## config.mk

```make
export PLATFORM = sky130hd
export DESIGN_NAME = id_exe_hazard_reg
export DESIGN_NICKNAME = d
export VERILOG_FILES = /design/src/rtl/id_exe_hazard_reg.sv
export SDC_FILE = /design/constraint.sdc
export NUM_CORES = 1
export LEC_CHECK = 0
export ABC_AREA = 1
export ABC_CLOCK_PERIOD_IN_PS = 3200
export BUFFER_PORTS_ARGS = -buffer_cell sky130_fd_sc_hd__buf_2
export CORE_MARGIN = 2
export CORE_UTILIZATION = 52
export CTS_CLUSTER_SIZE = 28
export DETAILED_ROUTE_END_ITERATION = 6
export PLACE_DENSITY = 0.85
export REMOVE_ABC_BUFFERS = 1
export SLEW_MARGIN = 25
export SYNTH_ARGS = -nofsm -noshare
export SYNTH_HDL_FRONTEND = slang
export SYNTH_SLANG_ARGS = --single-unit
```

## constraint.sdc

```tcl
create_clock -name clk -period 3.2 [get_ports clk]
set_input_delay 0.32 -clock clk [delete_from_list [all_inputs] [get_ports clk]]
set_output_delay 0.32 -clock clk [all_outputs]
set_load 0.02 [all_outputs]
```

## src/rtl/id_exe_hazard_reg.sv

```systemverilog
// ---------------------------------------------------------------------------
// id_exe_hazard_reg
//   ID->EXE pipeline register with RAW hazard detection and a stall watchdog.
//   It sits directly upstream of the forwarding unit.
//   - With forwarding on, only load-use hazards stall: a load in EXE whose
//     destination is read by ID.
//   - With forwarding off, every RAW hazard against EXE or MEM stalls.
//   - A stall holds PC and IF/ID (hazard_stall) and loads a bubble into EXE.
//
// Configuration macro: STALL_COUNTER_EN
//   Defined   : adds the bubble_cnt output, which counts bubbles inserted by
//               hazard stalls. The counter wraps modulo 2^CNT_W.
//   Undefined : no bubble_cnt port and no counter logic.
//
// Ports
//   clk, rst                 clock (rising edge) and async active-high reset
//   enable_forward_unit      1 = forwarding active, 0 = stall on every RAW hazard
//   freeze                   global hold; all state holds
//   flush                    squash the ID instruction (bubble)
//   id_*                     ID-stage instruction fields
//   mem_reg_dest, mem_wb_en  MEM-stage destination and write-back enable
//   hazard_stall             combinational stall request to PC and IF/ID
//   exe_*                    registered instruction fields for EXE and forwarding
//   stall_err                sticky flag: STALL_LIMIT consecutive stall cycles
//   bubble_cnt               total hazard bubbles (STALL_COUNTER_EN only)
// ---------------------------------------------------------------------------
module id_exe_hazard_reg #(
    parameter int REG_W       = 5,
    parameter int STALL_LIMIT = 4,
    parameter int CNT_W       = 32
) (
    input  logic             clk,
    input  logic             rst,
    input  logic             enable_forward_unit,
    input  logic             freeze,
    input  logic             flush,
    input  logic             id_valid,
    input  logic [REG_W-1:0] id_src1,
    input  logic [REG_W-1:0] id_src2,
    input  logic             id_two_src,
    input  logic [REG_W-1:0] id_reg_dest,
    input  logic             id_wb_en,
    input  logic             id_mem_read,
    input  logic             id_mem_write,
    input  logic             id_is_bne,
    input  logic [REG_W-1:0] mem_reg_dest,
    input  logic             mem_wb_en,
    output logic             hazard_stall,
    output logic             exe_valid,
    output logic [REG_W-1:0] exe_src1,
    output logic [REG_W-1:0] exe_src2,
    output logic [REG_W-1:0] exe_reg_dest,
    output logic             exe_wb_en,
    output logic             exe_mem_read,
    output logic             exe_mem_write,
    output logic             exe_is_bne,
    output logic             exe_is_store,
`ifdef STALL_COUNTER_EN
    output logic [CNT_W-1:0] bubble_cnt,
`endif
    output logic             stall_err
);

    localparam int RUN_W = $clog2(STALL_LIMIT + 1);
    localparam logic [RUN_W-1:0] RUN_MAX = RUN_W'(STALL_LIMIT);

    if (STALL_LIMIT < 1 || CNT_W < 1) begin : g_bad_param
        $error("id_exe_hazard_reg: STALL_LIMIT and CNT_W must be >= 1");
    end

    typedef struct packed {
        logic             valid;
        logic [REG_W-1:0] src1;
        logic [REG_W-1:0] src2;
        logic [REG_W-1:0] dest;
        logic             wb_en;
        logic             mem_read;
        logic             mem_write;
        logic             is_bne;
        logic             is_store;
    } exe_t;

    exe_t             exe_q, exe_d;
    logic [RUN_W-1:0] stall_run_q, stall_run_d;
    logic             stall_err_q, stall_err_d;
    logic             exe_match, mem_match, hazard;

    // Register 0 is hardwired, so it never matches. src2 only counts when it is a real read.
    always_comb begin
        exe_match = 1'b0;
        mem_match = 1'b0;
        if (id_src1 != '0 && id_src1 == exe_q.dest)
            exe_match = 1'b1;
        if (id_two_src && id_src2 != '0 && id_src2 == exe_q.dest)
            exe_match = 1'b1;
        if (id_src1 != '0 && id_src1 == mem_reg_dest)
            mem_match = 1'b1;
        if (id_two_src && id_src2 != '0 && id_src2 == mem_reg_dest)
            mem_match = 1'b1;
    end

    always_comb begin
        if (enable_forward_unit)
            hazard = exe_q.valid & exe_q.mem_read & exe_q.wb_en & exe_match;
        else
            hazard = (exe_q.valid & exe_q.wb_en & exe_match) | (mem_wb_en & mem_match);
    end

    assign hazard_stall = id_valid & hazard & ~flush & ~freeze;

    always_comb begin
        exe_d       = exe_q;
        stall_run_d = stall_run_q;
        stall_err_d = stall_err_q;
        if (!freeze) begin
            if (flush || hazard_stall || !id_valid) begin
                exe_d = '0;
            end else begin
                exe_d.valid     = 1'b1;
                exe_d.src1      = id_src1;
                exe_d.src2      = id_src2;
                exe_d.dest      = id_reg_dest;
                exe_d.wb_en     = id_wb_en;
                exe_d.mem_read  = id_mem_read;
                exe_d.mem_write = id_mem_write;
                exe_d.is_bne    = id_is_bne;
                exe_d.is_store  = id_mem_write;
            end
            // The run length saturates so the watchdog cannot wrap back to zero.
            if (!hazard_stall)
                stall_run_d = '0;
            else if (stall_run_q != RUN_MAX)
                stall_run_d = stall_run_q + 1'b1;
            if (stall_run_d == RUN_MAX)
                stall_err_d = 1'b1;
        end
    end

    always_ff @(posedge clk or posedge rst) begin
        if (rst) begin
            exe_q       <= '0;
            stall_run_q <= '0;
            stall_err_q <= 1'b0;
        end else begin
            exe_q       <= exe_d;
            stall_run_q <= stall_run_d;
            stall_err_q <= stall_err_d;
        end
    end

`ifdef STALL_COUNTER_EN
    // Counts only bubbles caused by hazard stalls. Flush and idle bubbles are excluded.
    // hazard_stall is already zero while frozen.
    logic [CNT_W-1:0] bubble_cnt_q, bubble_cnt_d;

    always_comb begin
        bubble_cnt_d = bubble_cnt_q;
        if (hazard_stall)
            bubble_cnt_d = bubble_cnt_q + 1'b1;
    end

    always_ff @(posedge clk or posedge rst) begin
        if (rst)
            bubble_cnt_q <= '0;
        else
            bubble_cnt_q <= bubble_cnt_d;
    end

    assign bubble_cnt = bubble_cnt_q;
`endif

    assign exe_valid     = exe_q.valid;
    assign exe_src1      = exe_q.src1;
    assign exe_src2      = exe_q.src2;
    assign exe_reg_dest  = exe_q.dest;
    assign exe_wb_en     = exe_q.wb_en;
    assign exe_mem_read  = exe_q.mem_read;
    assign exe_mem_write = exe_q.mem_write;
    assign exe_is_bne    = exe_q.is_bne;
    assign exe_is_store  = exe_q.is_store;
    assign stall_err     = stall_err_q;

endmodule

```

# ---- Yosys cells after proc, flatten, opt, wreduce, memory -nomap -nowiden
# Index checks and enable logic that the tools add are counted.
# Widths: inputs -> output; s select.
dict set report word_totals {
  inputBits 32
  register_bits 25
  output_inout_bits 23
}
dict set report op_classes {
  eq_ne 6
  bitwise 12
  mux 9
  n_addsub 1
  reduce_logical 11
}
# operator count
set op_table {}
lappend op_table {{$mux 21} 1}
lappend op_table {{$eq 5x5->1} 4}
lappend op_table {{$reduce_bool 5->1} 2}
lappend op_table {{$and 1x1->1} 9}
lappend op_table {{$mux 3} 3}
lappend op_table {{$logic_and 1x1->1} 5}
lappend op_table {{$mux 1} 5}
lappend op_table {{$add 3x1->3 const B} 1}
lappend op_table {{$eq 3x3->1 const B} 1}
lappend op_table {{$ne 3x3->1 const B} 1}
lappend op_table {{$logic_or 1x1->1} 2}
lappend op_table {{$not 1->1} 2}
lappend op_table {{$reduce_and 2->1} 1}
lappend op_table {{$logic_not 1->1} 1}
lappend op_table {{$or 1x1->1} 1}

# ---- Depth between registers and ports, before layout
# Gate-level depths: netlist of run 1.
dict set report depth {
  ltp_word 14
  depth_mapped 13
  depth_no_buf 12
}

# ---- Least setup slack after synthesis of run 1
# Ideal clock, no wire load.
dict set report synth_timing {
  path_type {register to output}
  start {register exe_q, in the netlist exe_reg_dest[2]}
  end {output port hazard_stall}
  slack_ns 1.362
  arrival_ns 1.518
  stages_incl_launch_ff 10
  path_cell_list {dfrtp_1 xor2_1 nor2_1 nand3_2 nand2_1 nand2_1 nand2_2 inv_2 buf_6 nor2_1}
}
dict set report synth_between {
  elab_chain_len 10
  word_cells_on_any_way 13
}
# item line
set synth_rtl {}
lappend synth_rtl {{from (decl)} 83} ;# exe_t exe_q, exe_d;
lappend synth_rtl {{from (signal assigned)} 141} ;# exe_q <= '0;
lappend synth_rtl {{from (signal assigned)} 145} ;# exe_q <= exe_d;
lappend synth_rtl {{$eq 5x5->1} 92} ;# if (id_src1 != '0 && id_src1 == exe_q.dest)
lappend synth_rtl {{$logic_and 1x1->1} 92}
lappend synth_rtl {{$mux 1} 92}
lappend synth_rtl {{$mux 1 (*)} 94} ;# if (id_two_src && id_src2 != '0 && id_src2 == exe_q.dest)
lappend synth_rtl {{$and 1x1->1} 106} ;# hazard = (exe_q.valid & exe_q.wb_en & exe_match) | (mem_wb_en & mem_match);
lappend synth_rtl {{$or 1x1->1} 106}
lappend synth_rtl {{$mux 1 (*)} 103} ;# if (enable_forward_unit)
lappend synth_rtl {{$and 1x1->1 (*) (3 in a row)} 109} ;# assign hazard_stall = id_valid & hazard & ~flush & ~freeze;
lappend synth_rtl {{to (decl)} 48} ;# output logic hazard_stall,
# Mark *: on every way between the ends. The rest lies on a longest branch, timed or not.

# ---- Final worst setup path of run 1
dict set report layout_timing {
  start {register exe_q, in the netlist exe_reg_dest[4]}
  end {output port hazard_stall}
}
# The elaborated chain is that of the path after synthesis.

==> metrics.md, run 1 <==
| Metric | Value |
|---|---|
| Status | `complete, no violations` |
| Max-Cap Viols | `0` |
| Setup Skew | `0.00358 ns` |
| Drt drc | `0` |
| Kind of critical path | `reg -> out` |
| First-pass DRT Iterations | `4` |
| Leakage | `1.00 nW` |
| FF-to-FF setup slack | `1.66 ns` |
| Synthesized instance count | `178` |
| Cell chain of the critical path | `xnor2_1 -> nand2_1 -> nor2_1 -> nand2_1 -> nand2_1 -> nand2_1 -> nand2_2 -> inv_2 -> nor2_1 -> buf_2` |
| Initial core utilization | `0.556` |
| Mapped Avg Cell Area | `7.81 µm²` |
| Hold crit path type | `in -> async` |
| Final Setup Violations | `0` |
| PortBufs | `54` |
| RSZ-0062 raised after global routing | `false` |
| VDD IR-drop max | `about 0.00038 V` |
| Setup repair bufs after CTS | `0` |
| Crit-path most repeated cell | `nand2_1` |
| Max Clk Rate | `453 MHz` |
| Pint | `0.496 mW` |
| Area of the core | `2500 µm²` |
| GR Overflow Total | `0` |
| Worst-Margin Slew | `0.900 ns` |
| Routability cong. | `roughly 0.86` |
| Number of synthesized register bits | `24` |
| Fin. Hold Viols | `0` |
| Post-CTS sizing | `0` |
| Share of cells above drive strength 1 | `0.283` |
| DRT antenna net count | `0` |
| CTS buffer count | `3` |
| Worst setup SP type | `flop` |
| Top_reg_cell synth | `dfrtp_1` |
| Vias in the first global route | `1155` |
| I/O pin count | `55` |
| Crit path buf inv count | `2` |
| Via count | `roughly 1300` |
| Logic pwr share | `0.194` |
| Clock Path Buffers | `2` |
| Fin crit share | `0.689` |
| Cell Area, Placed | `1660 µm²` |
| DP HPWL | `about 2.3 mm` |
| Worst-Skew Late Latency | `0.32 ns` |
| Max-slew violation count | `0` |
| H-tree Lvls | `1` |
| Number of synthesis warnings | `0` |
| Routed wire length | `3.16 mm` |
| Sw power | `0.188 mW` |
| DRT iter0 DRCs | `33` |
| Fin Setup TNS | `0 ns` |
| Cell family with most CP delay | `simple AND/OR/NAND/NOR gates` |
| First-pass GRT wire length | `just over 5 mm` |
| Wire per inst | `12.1 µm` |
| CTS Root Cell | `clkbuf_4` |
| Initial antenna violation count | `0` |
| Clock-pin slew on the worst setup and hold paths | `0.13 ns` |
| Final Util | `0.684` |
| Sw frac | `0.275` |
| Final min period | `2.21 ns` |
| Cts hold-fix bufs | `0` |
| Final Cell Area | `1710 µm²` |
| GRT Overall Usage | `0.209` |
| Number of enable flip-flop cells after synthesis | `0` |
| Register area share after synthesis | `0.432` |
| Synth async-reset ratio | `1.00` |
| Antenna diodes | `0` |
| Slew margin rel. | `0.400` |
| Critical Path RT | `2.88 ns` |
| Post-Syn Area | `around 1400 µm²` |
| Clock sink count | `24` |
| Die ar. | `3100 µm²` |
| Die Height | `55.7 µm` |
| DR vias/cell | `4.88` |
| Power per cell area | `400 nW/µm²` |
| Reg power frac | `0.481` |
| CTS tree | `yes` |
| Max incr delay on CP | `0.46 ns` |
| CP Max Fanout | `20` |
| Clock power share | `0.325` |
| CP max stage cell | `dfrtp_1` |
| Largest net degree at the start of global routing | `25` |
| Layout Nets | `around 270` |
| CP endpoint kind | `output port` |
| Area grow syn2layout | `23.0%` |
| Arrival @ worst endpoint | `1.89 ns` |
| # rows | `18` |
| Die span in x | `55.7 µm` |
| Distinct cells, synth | `20` |
cell usage in the layout, fill, tap and decap left out, types with 2 or more instances in the layout:
cell,netlist,routed
nor2_1,17,17
ha_1,2,2
clkbuf_4,0,3
nand3_1,22,22
o21ai_0,4,4
nand3b_1,2,2
xnor2_1,7,7
xor2_1,13,13
buf_2,2,54
inv_1,15,15
a21oi_1,2,2
dfrtp_1,24,24
nand3_2,3,3
nand2_1,56,56
area by class of cell:
class | instances | area, µm²
Clock inverter | 1 | 30.0
Sequential cell | 24 | 601
Multi-Input combinational cell | 131 | 682
Fill cell | 214 | 790
Inverter | 16 | 60.1
Clock buffer | 3 | 22.5
Tap cell | 30 | 37.5
Timing Repair Buffer | 55 | 278
power groups by stage:
stage | sequential (mW) | combinational [mW] | clock, mW
2_1_floorplan | 0.353 | 0.0538 | 0
3_3_place_gp | 0.335 | 0.130 | 0
3_5_place_dp | 0.335 | 0.133 | 0
4_1_cts | 0.329 | 0.134 | 0.227
5_1_grt | 0.331 | 0.147 | 0.241
6_report | 0.329 | 0.133 | 0.222
registers in the layout, indices dropped and copies added (netlist names):
| register | flops |
|---|---|
| exe_mem_write | 1 |
| exe_src1 | 5 |
| exe_is_bne | 1 |
| exe_reg_dest | 5 |
| stall_err | 1 |
| exe_mem_read | 1 |
| exe_wb_en | 1 |
| stall_run_q | 3 |
| exe_src2 | 5 |
| exe_valid | 1 |
worst paths after layout:
| path | from | to | cells past startpoint |
|---|---|---|---|
| max in group asynchronous | rst | exe_reg_dest[2] | 2 |
| min reg2reg | stall_err | stall_err | 2 |
| min in group clk | id_reg_dest[3] | exe_reg_dest[3] | 3 |
| max | exe_reg_dest[4] | hazard_stall | 10 |
| min | rst | exe_is_bne | 2 |
| max reg2reg | exe_reg_dest[4] | exe_src1[2] | 10 |
kinds of logic after synthesis:
| logic type | Yosys count | share of synthesized area |
|---|---|---|
| and+or+nand+nor | 103 | 0.325 |
| DFF | 24 | 0.432 |
| buffers and inverters | 23 | 0.0774 |
| xor gates and xnor gates | 20 | 0.126 |
| AOI/OAI and AO/OA | 6 | 0.0216 |
| adders and majority gates | 2 | 0.0180 |
synth_stat cells, types with 2 or more instances:
library cell / number / share of area
ha_1: 2 / 0.018
nand2_1: 56 / 0.15
nand3_2: 3 / 0.022
buf_2: 2 / 0.0072
nand3b_1: 2 / 0.011
nor2_1: 17 / 0.046
dfrtp_1: 24 / 0.43
a21oi_1: 2 / 0.0072
o21ai_0: 4 / 0.014
buf_6: 2 / 0.016
xnor2_1: 7 / 0.044
xor2_1: 13 / 0.082
nand3_1: 22 / 0.079
inv_1: 15 / 0.041
clkbuf_1: 2 / 0.0054
layer usage:
layer / wire (µm) / global-route usage / part of all wire / vias up
met3: 154 / 0.0558 / 0.049 / 2
met5: 0 / 0 / 0 / -
met4: 15 / 0.0418 / 0.0048 / 0
met2: 1590 / 0.342 / 0.50 / 26
met1: 1400 / 0.281 / 0.44 / 584
li1: - / - / - / 657
per-stage QoR:
step,cells,setup WS (ns),total power [mW],hold WS [ns]
detailed placement,256,1.30,0.468,0.445
global route,260,0.786,0.719,0.198
global placement,256,1.36,0.464,0.451
CTS,260,0.986,0.690,0.187
floorplan,171,1.32,0.407,0.335
finish,260,0.995,0.684,0.162
Note: power is estimated with default switching activity, not from simulation.
==> run 2: changes to the inputs <==
--- a/config.mk
+++ b/config.mk
@@ -5,14 +5,14 @@
 export SDC_FILE = /design/constraint.sdc
 export NUM_CORES = 1
 export LEC_CHECK = 0
-export ABC_AREA = 1
-export ABC_CLOCK_PERIOD_IN_PS = 3200
+export ABC_AREA = 0
+export ABC_CLOCK_PERIOD_IN_PS = 2000
 export BUFFER_PORTS_ARGS = -buffer_cell sky130_fd_sc_hd__buf_2
 export CORE_MARGIN = 2
-export CORE_UTILIZATION = 52
+export CORE_UTILIZATION = 42
 export CTS_CLUSTER_SIZE = 28
 export DETAILED_ROUTE_END_ITERATION = 6
-export PLACE_DENSITY = 0.85
+export PLACE_DENSITY = 0.74
 export REMOVE_ABC_BUFFERS = 1
 export SLEW_MARGIN = 25
 export SYNTH_ARGS = -nofsm -noshare
==> constraint.sdc (replaced) <==
create_clock -name clk -period 2 [get_ports clk]
set_input_delay 0.2 -clock clk [delete_from_list [all_inputs] [get_ports clk]]
set_output_delay 0.2 -clock clk [all_outputs]
set_load 0.02 [all_outputs]
==> run 2 against run 1 <==
  * Sequential share of layout area decreased by 0.23 points
  * Final cell count decreased by 17%
  * Critical path type unchanged
  * Hold slack got worse by 0.081 ns
  * Total power up 41%
  * First-iteration DRC count decreased by 6.1%
  * The run now ends with setup timing left
  * Routed wire length up 7.1%
==> metrics.md, run 2 <==
| Metric | Value |
|---|---|
| Critical Path RT | `1.80 ns` |
| Ranking of synthesized cells by area | `dfrtp_1 (46%), a22o_1 (13%), xnor2_1 (8.1%)` |
| Final WS setup | `-0.228 ns` |
| Worst-Margin Slew | `0.503 ns` |
| Crit path from | `exe_reg_dest[2]` |
| Length in cells of the worst reg-to-reg path | `7` |
| CP max stage cell | `dfrtp_2` |
| Worst setup SP type | `flop` |
| DRT iter0 DRCs | `31` |
| Layout Cells excl Fill | `roughly 220` |
| Final Setup Violations | `21` |
| Worst-Skew Late Latency | `~0.32 ns` |
| Distinct cells, synth | `32` |
| CTS buffer count | `3` |
| Wire per inst | `15.7 µm` |
| Place WS | `roughly 0.011 ns` |
| Cell family with most CP delay | `simple AND/OR/NAND/NOR gates` |
| Max Clk Rate | `449 MHz` |
| Initial core utilization | `0.434` |
| Max-slew violation count | `0` |
| Post-Syn Area | `1300 µm²` |
| Worst R2R Start | `exe_reg_dest[2]` |
| Max incr delay on CP | `0.47 ns` |
| DR vias/cell | `5.52` |
| Arrival @ worst endpoint | `about 2.0 ns` |
| Crit path capture | `hazard_stall` |
| Via count | `1186` |
| Mapped Avg Cell Area | `approximately 11 µm²` |
| Die ar. | `between 3000 and 4000 µm²` |
| RSZ-0062 raised after global routing | `true` |
| PortBufs | `54` |
| Clock sink count | `24` |
| CP endpoint kind | `output port` |
| First-pass DRT Iterations | `4` |
| Post-synth top area share | `0.461` |
| Post-synth top area cell | `dfrtp_1` |
| Layout Nets | `218` |
| Drt drc | `0` |
| Area of the core | `3000 µm²` |
| Min Hold Slack | `0.0810 ns` |
| GR Overflow Total | `0` |
| Largest net degree at the start of global routing | `25` |
| Placed cell count | `~200` |
| DP HPWL | `2.45 mm` |
| Die span in x | `approximately 60 µm` |
| Reg2reg end | `exe_reg_dest[4]` |
| Top_reg_cell synth | `dfrtp_1` |
| Number of synthesized register bits | `24` |
| Slew margin rel. | `0.661` |
| Fillers | `250` |
| Share of cells above drive strength 1 | `0.440` |
| Setup Skew | `~0.0065 ns` |
| Vias in the first global route | `1240` |
| Final Util | `0.575` |
| Commonest non-fill, non-tap cell in the layout | `buf_2` |
| Routability cong. | `0.790` |
| Number of synthesis warnings | `0` |
| Most common library cells after synthesis | `dfrtp_1 (24), a22o_1 (20), xnor2_1 (12)` |
| Synthesized instance count | `about 120` |
| Commonest non-fill, non-tap cells in the layout | `buf_2 (53), dfrtp_1 (23), a22o_1 (20)` |
| Register area share after synthesis | `0.461` |
| Leakage | `0.910 nW` |
| Power per cell area | `558 nW/µm²` |
| Synth async-reset ratio | `1.00` |
| Cell chain of the critical path | `xnor2_2 -> nand3_1 -> or4_4 -> a211oi_4 -> or2_4 -> buf_6` |
| DRT antenna net count | `0` |
| Antenna diodes | `0` |
| Final min period | `2.23 ns` |
| CTS Root Cell | `clkbuf_4` |
| Clock-pin slew on the worst setup and hold paths | `0.13 ns` |
| Die Height | `59.7 µm` |
| Area grow syn2layout | `32.3%` |
| FF-to-FF setup slack | `-0.12 ns` |
| I/O pin count | `55` |
| Status | `finished, violations left` |
| CP Max Fanout | `3` |
| # rows | `20` |
| First-pass GRT wire length | `5.46 mm` |
| Most common cell in the netlist | `dfrtp_1` |
| Initial antenna violation count | `0` |
| Fin. Hold Viols | `0` |
| Hold crit path type | `in -> reg` |
| Failing checks | `setup timing` |
| Crit path buf inv count | `1` |
| CTS tree | `yes` |
| Max-Cap Viols | `0` |
| H-tree Lvls | `1` |
| Number of enable flip-flop cells after synthesis | `0` |
| VDD IR-drop max | `~0.00050 V` |
| Critical Path Stages | `6` |
| Fin crit share | `1.11` |
| GRT Overall Usage | `0.208` |
| Clock Path Buffers | `2` |
| Kind of critical path | `reg -> out` |
| Routed wire length | `between 3 and 4 mm` |
[run 2: worst min-delay path by stage]
stage                      endpoint            from  cells past startpoint  slack [ns]
floorplan                exe_is_bne             rst                      1        0.21
global placement      exe_mem_write             rst                      3        0.25
detailed placement    exe_mem_write             rst                      3        0.26
CTS                    exe_mem_read     id_mem_read                      2        0.08
global route        exe_reg_dest[2]  id_reg_dest[2]                      2        0.08
finish                 exe_mem_read     id_mem_read                      2        0.08
[run 2: power breakdown]
group	internal [mW]	switching (mW)
combinational	0.0994	0.124
clock	0.0708	0.143
sequential	0.508	0.0187
[run 2: cells by family after synthesis]
family,synth area share
DFF,0.461
xor gates and xnor gates,0.134
AOI/OAI and AO/OA,0.224
and+or+nand+nor,0.107
buffers and inverters,0.0461
adders and majority gates,0.0192
muxes,0.00864
[run 2: cell type report]
type                       instances  area, µm²  share of cell area
tap                               33       41.3              0.0239
timing repair buffer              66        369               0.214
multi-input combinational         83        668               0.387
inverter                           6       22.5              0.0131
sequential                        24        602               0.349
clock buffer                       3       22.5              0.0131
[run 2: worst register-to-register path, cell delays in order, from the launching register on]
cell	delay, ns
dfrtp_2	0.47
xnor2_2	0.17
nand3_1	0.09
or4_4	0.45
buf_4	0.15
and2_4	0.15
o221a_4	0.31
a22o_1	0.22
[run 2: routing by layer]
| metal | wire length [µm] | up-vias | GRT usage |
|---|---|---|---|
| met5 | 0 | - | 0 |
| met4 | 70 | 0 | 0.0952 |
| met3 | 182 | 7 | 0.0368 |
| met2 | 1820 | 46 | 0.370 |
| met1 | 1310 | 575 | 0.240 |
| li1 | - | 558 | - |
[run 2: through the flow]
stage	setup TNS (ns)	instance area [µm²]	total power, mW
after floorplan	0	1270	0.646
after global placement	0	1600	0.735
after detailed placement	0	1600	0.743
after CTS	-0.207	1690	0.958
after global routing	-3.50	1730	1.01
final	-2.13	1730	0.964
[run 2: what timing repair did]
item	4_1_cts	5_1_grt
setup buffers	6	3
hold endpoints to repair	24	0
resized for setup	3	5
endpoints found under the setup margin	5	24
hold buffers	1	0
pin swaps	2	18
==> run 3: changes to the inputs <==
--- a/config.mk
+++ b/config.mk
@@ -9,10 +9,8 @@
 export ABC_CLOCK_PERIOD_IN_PS = 2000
 export BUFFER_PORTS_ARGS = -buffer_cell sky130_fd_sc_hd__buf_2
 export CORE_MARGIN = 2
-export CORE_UTILIZATION = 42
-export CTS_CLUSTER_SIZE = 28
+export CORE_UTILIZATION = 35
 export DETAILED_ROUTE_END_ITERATION = 6
-export PLACE_DENSITY = 0.74
 export REMOVE_ABC_BUFFERS = 1
 export SLEW_MARGIN = 25
 export SYNTH_ARGS = -nofsm -noshare
==> run 3 against run 2 <==
  * The flow still finishes with violations (setup timing)
  * Global-route usage down 4.6 points
  * First-iteration DRC count down 13%
  * Flip-flop and latch count unchanged
  * Sequential power about the same
  * Critical path type unchanged
  * Largest power group unchanged
  * Highest routed layer unchanged
==> metrics.md, run 3 (synthesis results as in run 2) <==
| Metric | Value |
|---|---|
| Area of the multi-input gates | `roughly 660 µm²` |
| Commonest non-fill, non-tap cell in the layout | `buf_2` |
| Reg2reg end | `exe_src1[2]` |
| First-pass GRT wire length | `5.20 mm` |
| Worst R2R Start | `exe_reg_dest[3]` |
| FF-to-FF setup slack | `0.04 ns` |
| Initial antenna violation count | `0` |
| H-tree Lvls | `1` |
| Fin Setup TNS | `-0.151 ns` |
| Power per cell area | `610 nW/µm²` |
| Max-Cap Viols | `0` |
| Setup Skew | `roughly 0.0020 ns` |
| Area of the core | `3630 µm²` |
| Critical Path Stages | `5` |
| Logic pwr share | `0.201` |
| I/O pin count | `55` |
| Wire per inst | `~14 µm` |
| Status | `finished, violations left` |
| Via count | `1127` |
| Max Clk Rate | `465 MHz` |
| Layout Nets | `216` |
| DRT iter0 DRCs | `27` |
| Pint | `a little under 0.8 mW` |
| Worst-Margin Slew | `~0.9 ns` |
| CP Max Fanout | `3` |
| Routed wire length | `about 3.2 mm` |
| RSZ-0062 raised after global routing | `true` |
| Area grow syn2layout | `34.1%` |
| Sw power | `0.286 mW` |
| DR vias/cell | `4.92` |
| Clock sink count | `24` |
| Place WS | `around 0.026 ns` |
| CP endpoint kind | `output port` |
| Kind of critical path | `reg -> out` |
| CTS tree | `yes` |
| Sw frac | `0.268` |
| Drt drc | `0` |
| Reg area | `601 µm²` |
| CTS buffer count | `3` |
| # rows | `22` |
| Placed cell count | `218` |
| Hold crit path type | `in -> async` |
| Fillers | `363` |
| GR Overflow Total | `0` |
| First-pass DRT Iterations | `4` |
| Arrival @ worst endpoint | `1.95 ns` |
| Cts hold-fix bufs | `0` |
| Crit path capture | `hazard_stall` |
| Critical Path RT | `1.80 ns` |
| Die ar. | `~4200 µm²` |
| Clock Path Buffers | `2` |
| Antenna diodes | `0` |
| Worst-Skew Late Latency | `0.26 ns` |
| Clock power share | `0.305` |
| DRT antenna net count | `0` |
| Crit path from | `exe_reg_dest[3]` |
| Layout Cells excl Fill | `229` |
| Final WS setup | `-0.151 ns` |
| Cell chain of the critical path | `xor2_1 -> or4_4 -> a211oi_4 -> or2_1 -> buf_6` |
| Initial core utilization | `0.359` |
| Commonest non-fill, non-tap cells in the layout | `buf_2 (53), dfrtp_1 (24), a22o_1 (20)` |
| Length in cells of the worst reg-to-reg path | `5` |
| Crit path buf inv count | `1` |
| PortBufs | `54` |
| CTS Root Cell | `clkbuf_8` |
| Worst setup SP type | `flop` |
| Share of cells above drive strength 1 | `0.425` |
| Die Height | `about 65 µm` |
| VDD IR-drop max | `0.000370 V` |
| CP max stage cell | `or4_4` |
| Vias in the first global route | `~1100` |
| Leakage | `0.913 nW` |
| Clock-pin slew on the worst setup and hold paths | `0.08 ns` |
| DP HPWL | `2.41 mm` |
| Largest net degree at the start of global routing | `25` |
| Routability cong. | `0.800` |
| Final Setup Violations | `1` |
| Final min period | `roughly 2.2 ns` |
| Cell family with most CP delay | `simple AND/OR/NAND/NOR gates` |
| Failing checks | `setup timing` |
| Max incr delay on CP | `0.55 ns` |
| Reg power frac | `0.493` |
| Fin. Hold Viols | `0` |
| Die span in x | `between 60 and 70 µm` |
| Fin crit share | `1.08` |
| GRT Overall Usage | `0.162` |
| Max-slew violation count | `0` |
| Slew margin rel. | `0.398` |
==> run 3: changes by cell type in the layout (fill, tap and decap cells not counted), sizes merged <==
cell,delta
dlygate4sd3,-1
buf,-1
clkbuf,+1
==> run 3: power by group through the flow <==
| stage | combinational, mW | sequential (mW) | clock (mW) |
|---|---|---|---|
| floorplan | 0.0801 | 0.565 | 0 |
| global placement | 0.202 | 0.536 | 0 |
| finish | 0.215 | 0.526 | 0.325 |
| CTS | 0.216 | 0.526 | 0.336 |
| detailed placement | 0.205 | 0.537 | 0 |
| global route | 0.233 | 0.530 | 0.355 |
==> run 3: layer usage <==
metal  share of wire  GRT usage  vias to the layer above
met5               0          0                        -
met2            0.50      0.271                       25
met3           0.037     0.0330                        2
li1                -          -                      555
met4           0.013     0.0547                        0
met1            0.45      0.208                      545
==> run 3: layout make-up <==
type / instances / area share
clock buffers: 4 / 0.0315
well taps: 48 / 0.0344
inverters: 6 / 0.0129
multi-input cells: 83 / 0.377
repair buffers: 64 / 0.201
flip-flops and latches: 24 / 0.344
==> run 3: worst min path at each step <==
stage | startpoint | to | slack (ns) | depth (start not counted)
floorplan | rst | exe_is_bne | 0.21 | 1
detailed placement | id_reg_dest[1] | exe_reg_dest[1] | 0.42 | 2
global placement | id_reg_dest[3] | exe_reg_dest[3] | 0.41 | 2
CTS | id_reg_dest[1] | exe_reg_dest[1] | 0.14 | 2
finish | rst | exe_is_bne | 0.12 | 2
global route | id_mem_write | exe_mem_write | 0.14 | 2
==> run 3: through the flow <==
step	cell area [µm²]	total power, mW	utilization	hold WS [ns]
CTS	1760	1.08	0.484	0.141
finish	1750	1.07	0.481	0.121
global route	1750	1.12	0.481	0.142
floorplan	1270	0.646	-	0.215
detailed placement	1620	0.741	0.446	0.419
global placement	1620	0.738	0.446	0.413
==> run 3: repair_timing <==
action	CTS	global route
endpoints found under the setup margin	1	22
pin swaps	3	20
resized for setup	3	2
setup buffers	10	1
